==> src/rtl/encoder_menu_pkg.sv <==
// Shared definitions for the encoder menu controller and its timing helpers.
//   - Button FSM state encoding (IDLE, PRESSED, HELD)
//   - Rotation direction encoding (NONE, UP, DOWN)
//   - ms_div_tc(): terminal count of the 1 ms divider for a given clock rate
package encoder_menu_pkg;

  localparam logic [1:0] ST_IDLE    = 2'd0;
  localparam logic [1:0] ST_PRESSED = 2'd1;
  localparam logic [1:0] ST_HELD    = 2'd2;

  localparam logic [1:0] DIR_NONE = 2'd0;
  localparam logic [1:0] DIR_UP   = 2'd1;
  localparam logic [1:0] DIR_DOWN = 2'd2;

  // Down-counter reload value: the counter spans TC..0, i.e. CLOCK_HZ/1000 cycles.
  function automatic int unsigned ms_div_tc(input int unsigned clock_hz);
    int unsigned div;
    div = clock_hz / 1000;
    return (div > 0) ? div - 1 : 0;
  endfunction

endpackage

==> src/rtl/encoder_menu_controller_if.sv <==
// Encoder-to-menu bus: rotation/button pulses in, selected channel and value bank out.
//   master : encoder front end / consumer side (drives pulses, reads values)
//   slave  : encoder_menu_controller
// Signals:
//   Increment_i, Decrement_i       one-cycle rotation detent pulses
//   ButtonPress_i, ButtonRelease_i one-cycle button edge pulses
//   Channel_o                      selected channel index
//   Value_o                        value of selected channel
//   Values_o                       all values, channel n at [n*WIDTH +: WIDTH]
//   Changed_o                      pulse on any value or channel change
//   LongPress_o                    pulse when a long press qualifies
interface encoder_menu_controller_if #(
  parameter int unsigned CHANNELS = 4,
  parameter int unsigned WIDTH    = 8
);
  localparam int CH_W = (CHANNELS > 1) ? $clog2(CHANNELS) : 1;

  logic                      Increment_i;
  logic                      Decrement_i;
  logic                      ButtonPress_i;
  logic                      ButtonRelease_i;
  logic [CH_W-1:0]           Channel_o;
  logic [WIDTH-1:0]          Value_o;
  logic [CHANNELS*WIDTH-1:0] Values_o;
  logic                      Changed_o;
  logic                      LongPress_o;

  modport master (
    output Increment_i, Decrement_i, ButtonPress_i, ButtonRelease_i,
    input  Channel_o, Value_o, Values_o, Changed_o, LongPress_o
  );

  modport slave (
    input  Increment_i, Decrement_i, ButtonPress_i, ButtonRelease_i,
    output Channel_o, Value_o, Values_o, Changed_o, LongPress_o
  );

endinterface

==> src/rtl/millisecond_tick.sv <==
// Free-running 1 ms strobe generator, reusable by any timing block.
// Ports:
//   Clock   system clock, rising edge
//   Reset   asynchronous active-low reset
//   Tick_o  one-cycle strobe every CLOCK_HZ/1000 cycles
// The counter clears on reset, so the first strobe arrives right after reset
// release; consumers must tolerate the first interval being short.
module millisecond_tick
  import encoder_menu_pkg::*;
#(
  parameter int unsigned CLOCK_HZ = 10_000_000
) (
  input  logic Clock,
  input  logic Reset,
  output logic Tick_o
);

  localparam int unsigned TC   = ms_div_tc(CLOCK_HZ);
  localparam int          CNT_W = (TC > 0) ? $clog2(TC + 1) : 1;
  localparam logic [CNT_W-1:0] TC_V = CNT_W'(TC);

  logic [CNT_W-1:0] cnt_q, cnt_d;

  always_comb begin
    cnt_d = (cnt_q == '0) ? TC_V : cnt_q - CNT_W'(1);
  end

  always_ff @(posedge Clock or negedge Reset) begin
    if (!Reset) cnt_q <= '0;
    else        cnt_q <= cnt_d;
  end

  assign Tick_o = (cnt_q == '0);

endmodule

==> src/rtl/encoder_menu_controller.sv <==
// Turns rotary-encoder pulses into a bank of user-adjustable saturating values.
// Rotation edits the selected value, a short press advances the selection and
// a long press restores the selected value to DEFAULT_VALUE.
// Ports:
//   Clock  system clock, rising edge
//   Reset  asynchronous active-low reset
//   bus    encoder_menu_controller_if.slave (pulses in, channel/values out)
// Build option: define ENCODER_ACCEL_EN to enable rotation acceleration
// (same-direction steps closer than ACCEL_WINDOW_MS move by ACCEL_STEP).
//
// Button FSM:
//   state      | meaning
//   ST_IDLE    | button up, waiting for a press
//   ST_PRESSED | button down, counting ms towards a long press
//   ST_HELD    | long press already served, waiting for release
module encoder_menu_controller
  import encoder_menu_pkg::*;
#(
  parameter int unsigned CLOCK_HZ        = 10_000_000,
  parameter int unsigned CHANNELS        = 4,
  parameter int unsigned WIDTH           = 8,
  parameter int unsigned MAX_VALUE       = 100,
  parameter int unsigned DEFAULT_VALUE   = 50,
  parameter int unsigned LONG_PRESS_MS   = 1000,
  parameter int unsigned ACCEL_WINDOW_MS = 20,
  parameter int unsigned ACCEL_STEP      = 10
) (
  input logic Clock,
  input logic Reset,
  encoder_menu_controller_if.slave bus
);

  localparam int CH_W = (CHANNELS > 1) ? $clog2(CHANNELS) : 1;
  localparam int MS_W = $clog2(LONG_PRESS_MS + 1);

  localparam logic [WIDTH-1:0] DEF_V   = WIDTH'(DEFAULT_VALUE);
  localparam logic [WIDTH:0]   MAX_V   = (WIDTH + 1)'(MAX_VALUE);
  localparam logic [CH_W-1:0]  LAST_CH = CH_W'(CHANNELS - 1);
  localparam logic [MS_W-1:0]  LONG_V  = MS_W'(LONG_PRESS_MS);

  if (CHANNELS < 2 || CHANNELS > 16 || MAX_VALUE >= (1 << WIDTH) ||
      DEFAULT_VALUE > MAX_VALUE || LONG_PRESS_MS < 1 ||
      ACCEL_WINDOW_MS < 1 || ACCEL_STEP < 1 || ACCEL_STEP > MAX_VALUE) begin : g_bad_cfg
    $error("encoder_menu_controller: illegal parameter combination");
  end

  logic [1:0]                     state_q, state_d;
  logic [MS_W-1:0]                ms_q, ms_d;
  logic [CHANNELS-1:0][WIDTH-1:0] vals_q, vals_d;
  logic [CH_W-1:0]                ch_q, ch_d;
  logic                           changed_q, changed_d;
  logic                           long_q, long_d;

  logic             tick;
  logic [1:0]       dir;
  logic [WIDTH:0]   step;
  logic [WIDTH-1:0] cur;
  logic [WIDTH:0]   cur_ext, rot_ext;
  logic [WIDTH-1:0] rot_val;
  logic             short_press, long_press;

  millisecond_tick #(.CLOCK_HZ(CLOCK_HZ)) u_tick (
    .Clock  (Clock),
    .Reset  (Reset),
    .Tick_o (tick)
  );

  always_comb begin
    dir = DIR_NONE;
    if (bus.Increment_i && !bus.Decrement_i)      dir = DIR_UP;
    else if (bus.Decrement_i && !bus.Increment_i) dir = DIR_DOWN;
  end

`ifdef ENCODER_ACCEL_EN
  localparam int GAP_W = $clog2(ACCEL_WINDOW_MS + 1);
  localparam logic [GAP_W-1:0] WIN_V = GAP_W'(ACCEL_WINDOW_MS);

  logic [1:0]       last_dir_q, last_dir_d;
  logic [GAP_W-1:0] gap_q, gap_d;

  always_comb begin
    step = (WIDTH + 1)'(1);
    if (dir != DIR_NONE && dir == last_dir_q && gap_q < WIN_V)
      step = (WIDTH + 1)'(ACCEL_STEP);

    last_dir_d = last_dir_q;
    gap_d      = gap_q;
    if (tick && gap_q != WIN_V) gap_d = gap_q + GAP_W'(1);
    // A step swallowed by a long-press restore does not count as accepted.
    if (dir != DIR_NONE && !long_press) begin
      last_dir_d = dir;
      gap_d      = '0;
    end
    if (short_press) last_dir_d = DIR_NONE;
  end

  always_ff @(posedge Clock or negedge Reset) begin
    if (!Reset) begin
      last_dir_q <= DIR_NONE;
      gap_q      <= '0;
    end else begin
      last_dir_q <= last_dir_d;
      gap_q      <= gap_d;
    end
  end
`else
  assign step = (WIDTH + 1)'(1);
`endif

  // Saturating rotation in WIDTH+1 bits so the sum cannot wrap before clamping.
  assign cur     = vals_q[ch_q];
  assign cur_ext = {1'b0, cur};

  always_comb begin
    rot_ext = cur_ext;
    if (dir == DIR_UP)
      rot_ext = ((cur_ext + step) > MAX_V) ? MAX_V : cur_ext + step;
    else if (dir == DIR_DOWN)
      rot_ext = (cur_ext < step) ? '0 : cur_ext - step;
  end
  assign rot_val = rot_ext[WIDTH-1:0];

  always_comb begin
    state_d     = state_q;
    ms_d        = ms_q;
    short_press = 1'b0;
    long_press  = 1'b0;
    case (state_q)
      ST_IDLE: begin
        if (bus.ButtonPress_i) begin
          state_d = ST_PRESSED;
          ms_d    = LONG_V;
        end
      end
      ST_PRESSED: begin
        if (bus.ButtonRelease_i) begin
          short_press = 1'b1;
          state_d     = ST_IDLE;
        end else if (tick) begin
          if (ms_q <= MS_W'(1)) begin
            long_press = 1'b1;
            state_d    = ST_HELD;
            ms_d       = '0;
          end else begin
            ms_d = ms_q - MS_W'(1);
          end
        end
      end
      ST_HELD: begin
        if (bus.ButtonRelease_i) state_d = ST_IDLE;
      end
      default: state_d = ST_IDLE;
    endcase
  end

  // Restore wins over a same-cycle step; a step coinciding with a short press
  // lands on the channel selected before the advance.
  always_comb begin
    vals_d    = vals_q;
    ch_d      = ch_q;
    changed_d = 1'b0;
    long_d    = long_press;
    if (long_press) begin
      vals_d[ch_q] = DEF_V;
      changed_d    = 1'b1;
    end else if (rot_val != cur) begin
      vals_d[ch_q] = rot_val;
      changed_d    = 1'b1;
    end
    if (short_press) begin
      ch_d      = (ch_q == LAST_CH) ? '0 : ch_q + CH_W'(1);
      changed_d = 1'b1;
    end
  end

  always_ff @(posedge Clock or negedge Reset) begin
    if (!Reset) begin
      state_q   <= ST_IDLE;
      ms_q      <= '0;
      vals_q    <= {CHANNELS{DEF_V}};
      ch_q      <= '0;
      changed_q <= 1'b0;
      long_q    <= 1'b0;
    end else begin
      state_q   <= state_d;
      ms_q      <= ms_d;
      vals_q    <= vals_d;
      ch_q      <= ch_d;
      changed_q <= changed_d;
      long_q    <= long_d;
    end
  end

  assign bus.Channel_o   = ch_q;
  assign bus.Value_o     = cur;
  assign bus.Values_o    = vals_q;
  assign bus.Changed_o   = changed_q;
  assign bus.LongPress_o = long_q;

endmodule

==> src/flat_wrapper.sv <==
// flat-port wrapper written by rule: the top's interface ports become plain ports
module encoder_menu_controller_flat import encoder_menu_pkg::*;
#(
  parameter int unsigned CLOCK_HZ        = 10_000_000,
  parameter int unsigned CHANNELS        = 4,
  parameter int unsigned WIDTH           = 8,
  parameter int unsigned MAX_VALUE       = 100,
  parameter int unsigned DEFAULT_VALUE   = 50,
  parameter int unsigned LONG_PRESS_MS   = 1000,
  parameter int unsigned ACCEL_WINDOW_MS = 20,
  parameter int unsigned ACCEL_STEP      = 10
)
  (Clock, Reset, bus_Increment_i, bus_Decrement_i, bus_ButtonPress_i, bus_ButtonRelease_i, bus_Channel_o, bus_Value_o, bus_Values_o, bus_Changed_o, bus_LongPress_o);
  encoder_menu_controller_if #(.CHANNELS(CHANNELS), .WIDTH(WIDTH)) bus_i ();
  input logic Clock;
  input logic Reset;
  input wire logic [$bits(bus_i.Increment_i)-1:0] bus_Increment_i;
  input wire logic [$bits(bus_i.Decrement_i)-1:0] bus_Decrement_i;
  input wire logic [$bits(bus_i.ButtonPress_i)-1:0] bus_ButtonPress_i;
  input wire logic [$bits(bus_i.ButtonRelease_i)-1:0] bus_ButtonRelease_i;
  output wire logic [$bits(bus_i.Channel_o)-1:0] bus_Channel_o;
  output wire logic [$bits(bus_i.Value_o)-1:0] bus_Value_o;
  output wire logic [$bits(bus_i.Values_o)-1:0] bus_Values_o;
  output wire logic [$bits(bus_i.Changed_o)-1:0] bus_Changed_o;
  output wire logic [$bits(bus_i.LongPress_o)-1:0] bus_LongPress_o;
  assign bus_i.Increment_i = bus_Increment_i;
  assign bus_i.Decrement_i = bus_Decrement_i;
  assign bus_i.ButtonPress_i = bus_ButtonPress_i;
  assign bus_i.ButtonRelease_i = bus_ButtonRelease_i;
  assign bus_Channel_o = bus_i.Channel_o;
  assign bus_Value_o = bus_i.Value_o;
  assign bus_Values_o = bus_i.Values_o;
  assign bus_Changed_o = bus_i.Changed_o;
  assign bus_LongPress_o = bus_i.LongPress_o;
  encoder_menu_controller #(.CLOCK_HZ(CLOCK_HZ), .CHANNELS(CHANNELS), .WIDTH(WIDTH), .MAX_VALUE(MAX_VALUE), .DEFAULT_VALUE(DEFAULT_VALUE), .LONG_PRESS_MS(LONG_PRESS_MS), .ACCEL_WINDOW_MS(ACCEL_WINDOW_MS), .ACCEL_STEP(ACCEL_STEP)) u_core (.Clock(Clock), .Reset(Reset), .bus(bus_i));
endmodule
==> config.mk <==
export PLATFORM = sky130hd
export DESIGN_NAME = encoder_menu_controller_flat
export DESIGN_NICKNAME = d
export VERILOG_FILES = /design/src/rtl/encoder_menu_pkg.sv /design/src/rtl/encoder_menu_controller_if.sv /design/src/rtl/millisecond_tick.sv /design/src/rtl/encoder_menu_controller.sv /design/src/flat_wrapper.sv
export SDC_FILE = /design/constraint.sdc
export NUM_CORES = 1
export LEC_CHECK = 0
export ABC_AREA = 1
export CORE_MARGIN = 1.5
export CORE_UTILIZATION = 45
export CTS_CLUSTER_DIAMETER = 40
export DETAILED_ROUTE_END_ITERATION = 6
export PLACE_DENSITY = 0.66
export RECOVER_POWER = 50
export REMOVE_ABC_BUFFERS = 1
export SLEW_MARGIN = 20
export SYNTH_ARGS = -nofsm -noshare
export SYNTH_HDL_FRONTEND = slang
export SYNTH_SLANG_ARGS = --single-unit
==> constraint.sdc <==
create_clock -name Clock -period 8.7 [get_ports Clock]
set_clock_uncertainty 0.2 [all_clocks]
set_input_delay 1.305 -clock Clock [delete_from_list [all_inputs] [get_ports Clock]]
set_output_delay 1.305 -clock Clock [all_outputs]
set_load 0.01 [all_outputs]
== Yosys cells after proc, flatten, opt, wreduce, memory -nomap -nowiden ==
Cells that the tools add are included.

* $add $sub $neg: 5
* $lt $le $gt $ge: 5
* Equal/unequal tests: 12
* Muxes and demuxes: 35
* Bitwise logic cells: 3
* Reduce and logical (&&, ||, !) cells: 11

{| class="wikitable"
|+ Operator list
! cell !! number
|-
| $mux 32 || 2
|-
| $mux 8 || 6
|-
| $mux 10 || 4
|-
| $bwmux 32 || 1
|-
| $and 20x20->20 || 1
|-
| $not 20->20 || 1
|-
| $pmux 10 s2 || 1
|-
| $bmux 8 s2 || 1
|-
| $demux 8 s2 || 1
|-
| $mux 2 || 8
|-
| $logic_not 14->1 || 1
|-
| $mux 14 || 1
|-
| $sub 14x1->14 const B || 1
|-
| $or 12x12->12 || 1
|-
| $le 10x1->1 const B || 1
|-
| $sub 10x1->10 const B || 1
|-
| $add 8x1->9 const B || 1
|-
| $gt 9x7->1 const B || 1
|-
| $mux 1 || 9
|-
| $lt 8x1->1 const B || 1
|-
| $ne 8x8->1 || 1
|-
| $reduce_and 4->1 || 2
|-
| $sub 8x1->8 const B || 1
|-
| $eq 2x2->1 const B || 3
|-
| 12 further kinds || 20
|}

* Bits in registers: 62
* Bits of input ports: 6
* Output and inout bits: 44
* Word-level logic and storage cells: 81

== Longest topological paths before layout ==
* Depth in word-level cells: 11
* Mapped depth: 26
* Gate-level depth less buffers: 23

== Modules after synthesis ==
From an unflattened synthesis, not the netlist that was laid out.

* Cell total of the unflattened synthesis: 662
* Area total of the unflattened synthesis: 4,436.8 µm²

{| class="wikitable"
|+ Modules (own cells, without submodules)
! module !! times used !! cells an instance !! area an instance (µm²)
|-
| encoder_menu_controller || 1 || 564 || 3,629.7
|-
| millisecond_tick || 1 || 98 || 807.0
|}

== Worst setup path after synthesis ==
OpenSTA, ideal clock, no wires.

* Path type: input to register
* Start: input port bus_Increment_i
* End: register u_core.vals_q, in the netlist u_core.bus.Values_o[14]
* Data arrival time: 2,921 ps
* Required time: 8,382 ps
* Path slack: 5,461 ps
* Stages: 19
* Buffers on the path: 1
* Cells stage by stage: inv_1 nand2_1 inv_1 nand2_1 nor2_2 nand3_1 xor2_1 nand2_1 nand2_1 nand2_1 nand2_1 nand2_1 nor2_2 nand2_4 inv_2 nand2_4 buf_6 nand3_1 nand2_1

* Cells in the longest elaborated chain, start to end: 10
* Elaborated cells on any way between the ends: 14

{| class="wikitable"
|+ Ends and longest elaborated chain
! what !! RTL line !! text
|-
| start, declared || flat_wrapper.sv:17 || <nowiki>input wire logic [$bits(bus_i.Increment_i)-1:0] bus_Increment_i;</nowiki>
|-
| $logic_not 1->1 || encoder_menu_controller.sv:71 || <nowiki>else if (bus.Decrement_i && !bus.Increment_i) dir = DIR_DOWN;</nowiki>
|-
| $logic_and 1x1->1 || encoder_menu_controller.sv:71 ||
|-
| $mux 2 || encoder_menu_controller.sv:71 ||
|-
| $mux 2 (*) || encoder_menu_controller.sv:70 || <nowiki>if (bus.Increment_i && !bus.Decrement_i) dir = DIR_UP;</nowiki>
|-
| $eq 2x2->1 || encoder_menu_controller.sv:118 || <nowiki>else if (dir == DIR_DOWN)</nowiki>
|-
| $mux 8 || encoder_menu_controller.sv:118 ||
|-
| $mux 8 (*) || encoder_menu_controller.sv:116 || <nowiki>if (dir == DIR_UP)</nowiki>
|-
| $bwmux 32 || encoder_menu_controller.sv:167 || <nowiki>vals_d[ch_q] = rot_val;</nowiki>
|-
| $mux 32 || encoder_menu_controller.sv:166 || <nowiki>end else if (rot_val != cur) begin</nowiki>
|-
| $mux 32 || encoder_menu_controller.sv:163 || <nowiki>if (long_press) begin</nowiki>
|-
| end signal, assigned || encoder_menu_controller.sv:180 || <nowiki>vals_q <= {CHANNELS{DEF_V}};</nowiki>
|-
| end signal, assigned || encoder_menu_controller.sv:187 || <nowiki>vals_q <= vals_d;</nowiki>
|-
| end, declared || encoder_menu_controller.sv:49 || <nowiki>logic [CHANNELS-1:0][WIDTH-1:0] vals_q, vals_d;</nowiki>
|}

Every way passes the cells marked *; elsewhere a longest branch is shown, timed or not. The select of a mux whose other input is x is not followed.
A chain may end at the register's enable or synchronous reset.

==> results.cfg <==
[sta]
rsz0062_at_grt = false
maxSlewHeadroom_pct = -121
max_freq_mhz = 235
period_share_pct = 48.8
setup_viol = 0
maxSlewViolCount = 63
holdWs_ns = 0.233
timing.final.crit_period_ns = 4.25
worstMarginPinSlew_ns = 3.32
setup_tns_ns = 0
hold_viol = 0

[synthesis]
synthSimpleGateAreaFrac_pct = 44.7
synth_top_family_by_area = simple AND/OR/NAND/NOR gates
ys.warnings.count = 0
async_reset_ff_share_pct = 100
synth_cell_types = 44
synth_mux_area_share_pct = 0
synth_seq_cells = 62
synthAdderAreaFrac_pct = 2.75
synth_seq_area_share_pct = 34.5
synth_xor_area_share_pct = 1.93
synthFlopType = dfrtp_1
synth-compound-area-share_pct = 8.02
synth_cells = 665
syn_area_um2 = 4540
syn_area_per_cell_um2 = 6.83
synth_edf_count = 0

[grt]
antenna_found_initial = 0
grt_pass1_wl_um = 20400
grt-ovfl-total = 0
grt_pass1_vias = 4178
grt_max_degree = 63
grtUsageTotal_pct = 24.8

[critical_path]
cpPeakStageDelay_ns = 2.32
critPathArrivalTime_ns = 3.75
critPathTopFamily = buffers and inverters
cp_slowest_cell = clkbuf_1
cp_num_buf_inv = 2
cp-start-kind = input pin
critPathRequiredTime_ns = 8.20
crit_chain = buf_2 -> clkbuf_1
crit_fanout = 62
endpoint_kind = async pin
path_class = input pin to async pin

[power_and_ir_drop]
peakVddDrop_uv = 137
power_leakage_uw = 0.00269
powerDensity_nw_per_um2 = 410

[min_path]
min_path_type = flip-flop to flip-flop

[routing]
antenna_left = 0
vias = 4446
dr.pass1.iters = 5
drc = 0
first_iter_violations = 321
viasPerCell = 5.22
wl_per_cell_um = 14.5
routed_wl_um = 12400

[outcome]
violations = max-capacitance violations, max-slew violations
outcome = complete, but fails checks

[clock_tree]
cts_buffers = 9
cts_sinks = 62
htree_levels = 3
cts_buffer_depth = 2
cts-root-buf = clkbuf_8
ctsResizeCount = 0
clk_latency_ns = 0.35
cts_setup_buffers = 0
cts.clk_slew.worst_paths_ns = 0.07
cts_tree = built
ctsHoldBuffers = 0

[die]
start_util_pct = 46.5
core_area_um2 = 9770
io_pins = 50
die_width_um = 103
rows = 36
fp.dieH_um = 103
die_area_um2 = 10700

[job]
cap_viol_max_count = 1

[cells_and_area]
layout_commonest_cell = nand2_1
nets = 730
drive_above_1_share_pct = 12.7
diodes = 0
fillers = 995
area_growth_pct = 15.7
layout_common_cells = nand2_1, nand3_1, inv_1

[placement]
place.gp.congestion = 0.939
post-dp-hpwl_um = 9150
portBuffers = 49
metrics by stage:
step           instance area (um^2)  std cells  total power (uW)  util (%)  setup WS [ns]
2_1_floorplan                  4430        653              1430         -           5.46
6_report                       5260        852              2150      53.8           4.45
5_1_grt                        5260        852              2350      53.8           3.67
3_5_place_dp                   5090        836              1920      52.1           4.65
4_1_cts                        5260        852              2160      53.9           4.66
3_3_place_gp                   5090        836              1900      52.1           4.69
power by group:
group | switching [uW] | internal (uW)
Clock | 122 | 111
Sequential | 132 | 393
Combinational | 893 | 502
Total | 1150 | 1010
layer usage:
layer | global-route usage (%) | wire [um] | vias to the layer above | share of wire [%]
met3 | 4.37 | 558 | 26 | 4.5
met2 | 41.6 | 5930 | 120 | 48
met4 | 9.25 | 287 | 0 | 2.3
met1 | 32.1 | 5610 | 2081 | 45
li1 | - | - | 2219 | -
met5 | 0 | 0 | - | 0
cells by family (layout without fill, tap and decap cells):
logic type	after synthesis	after routing
buffers and inverters	79	133
XOR/XNOR	10	10
AO/OA/AOI/OAI	54	54
AND/OR/NAND/NOR	450	450
flip-flops	62	62
adder cells (fa/ha/maj)	10	10
sequential cells by signal (all words and copies together), names as in the netlist:
| signal | cells |
|---|---|
| u_core.bus.Changed_o | 1 |
| u_core.bus.Channel_o | 2 |
| u_core.bus.LongPress_o | 1 |
| u_core.bus.Values_o | 32 |
| u_core.ms_q | 10 |
| u_core.state_q | 2 |
| u_core.u_tick.cnt_q | 14 |
worst paths after layout:
| path | slack [ns] | to | start | depth (start not counted) |
|---|---|---|---|---|
| max | 4.45 | u_core.bus.Values_o[15]$_DFFE_PN0P_ | Reset | 2 |
| min | 0.23 | u_core.u_tick.cnt_q[0]$_DFF_PN0_ | u_core.u_tick.cnt_q[0]$_DFF_PN0_ | 1 |
| max reg2reg | 4.75 | u_core.bus.Values_o[15]$_DFFE_PN0P_ | u_core.bus.Channel_o[0]$_DFFE_PN0P_ | 21 |
| min reg2reg | 0.23 | u_core.u_tick.cnt_q[0]$_DFF_PN0_ | u_core.u_tick.cnt_q[0]$_DFF_PN0_ | 1 |
| max in group Clock | 4.67 | bus_Value_o[6] | u_core.bus.Channel_o[0]$_DFFE_PN0P_ | 6 |
| min in group asynchronous | 1.95 | u_core.bus.LongPress_o$_DFF_PN0_ | Reset | 2 |
final cells by class:
cell class | instances | area [um^2] | area share [%]
Clock buffer | 11 | 141 | 2.69
Timing Repair Buffer | 50 | 489 | 9.31
Tap cell | 133 | 166 | 3.17
Sequential cell | 62 | 1570 | 29.8
Multi-Input combinational cell | 524 | 2600 | 49.5
Inverter | 67 | 255 | 4.86
Clock inverter | 5 | 33.8 | 0.643
cells in the mapped netlist (3+ instances only):
cell | instances | area [um^2]
a21oi_1 | 16 | 80.1
buf_2 | 3 | 15.0
buf_6 | 7 | 78.8
clkinv_1 | 3 | 11.3
dfrtp_1 | 50 | 1250
dfstp_2 | 12 | 315
ha_1 | 10 | 125
inv_1 | 54 | 203
inv_2 | 8 | 30.0
nand2_1 | 268 | 1010
nand2_2 | 12 | 75.1
nand2_4 | 7 | 78.8
nand3_1 | 73 | 365
nand3_2 | 14 | 140
nand4_1 | 4 | 25.0
nor2_1 | 50 | 188
nor2_2 | 8 | 50.1
nor3_1 | 5 | 25.0
o21ai_0 | 19 | 95.1
o21ai_4 | 4 | 65.1
xor2_1 | 8 | 70.1
Power figures use the tool's default switching activity.
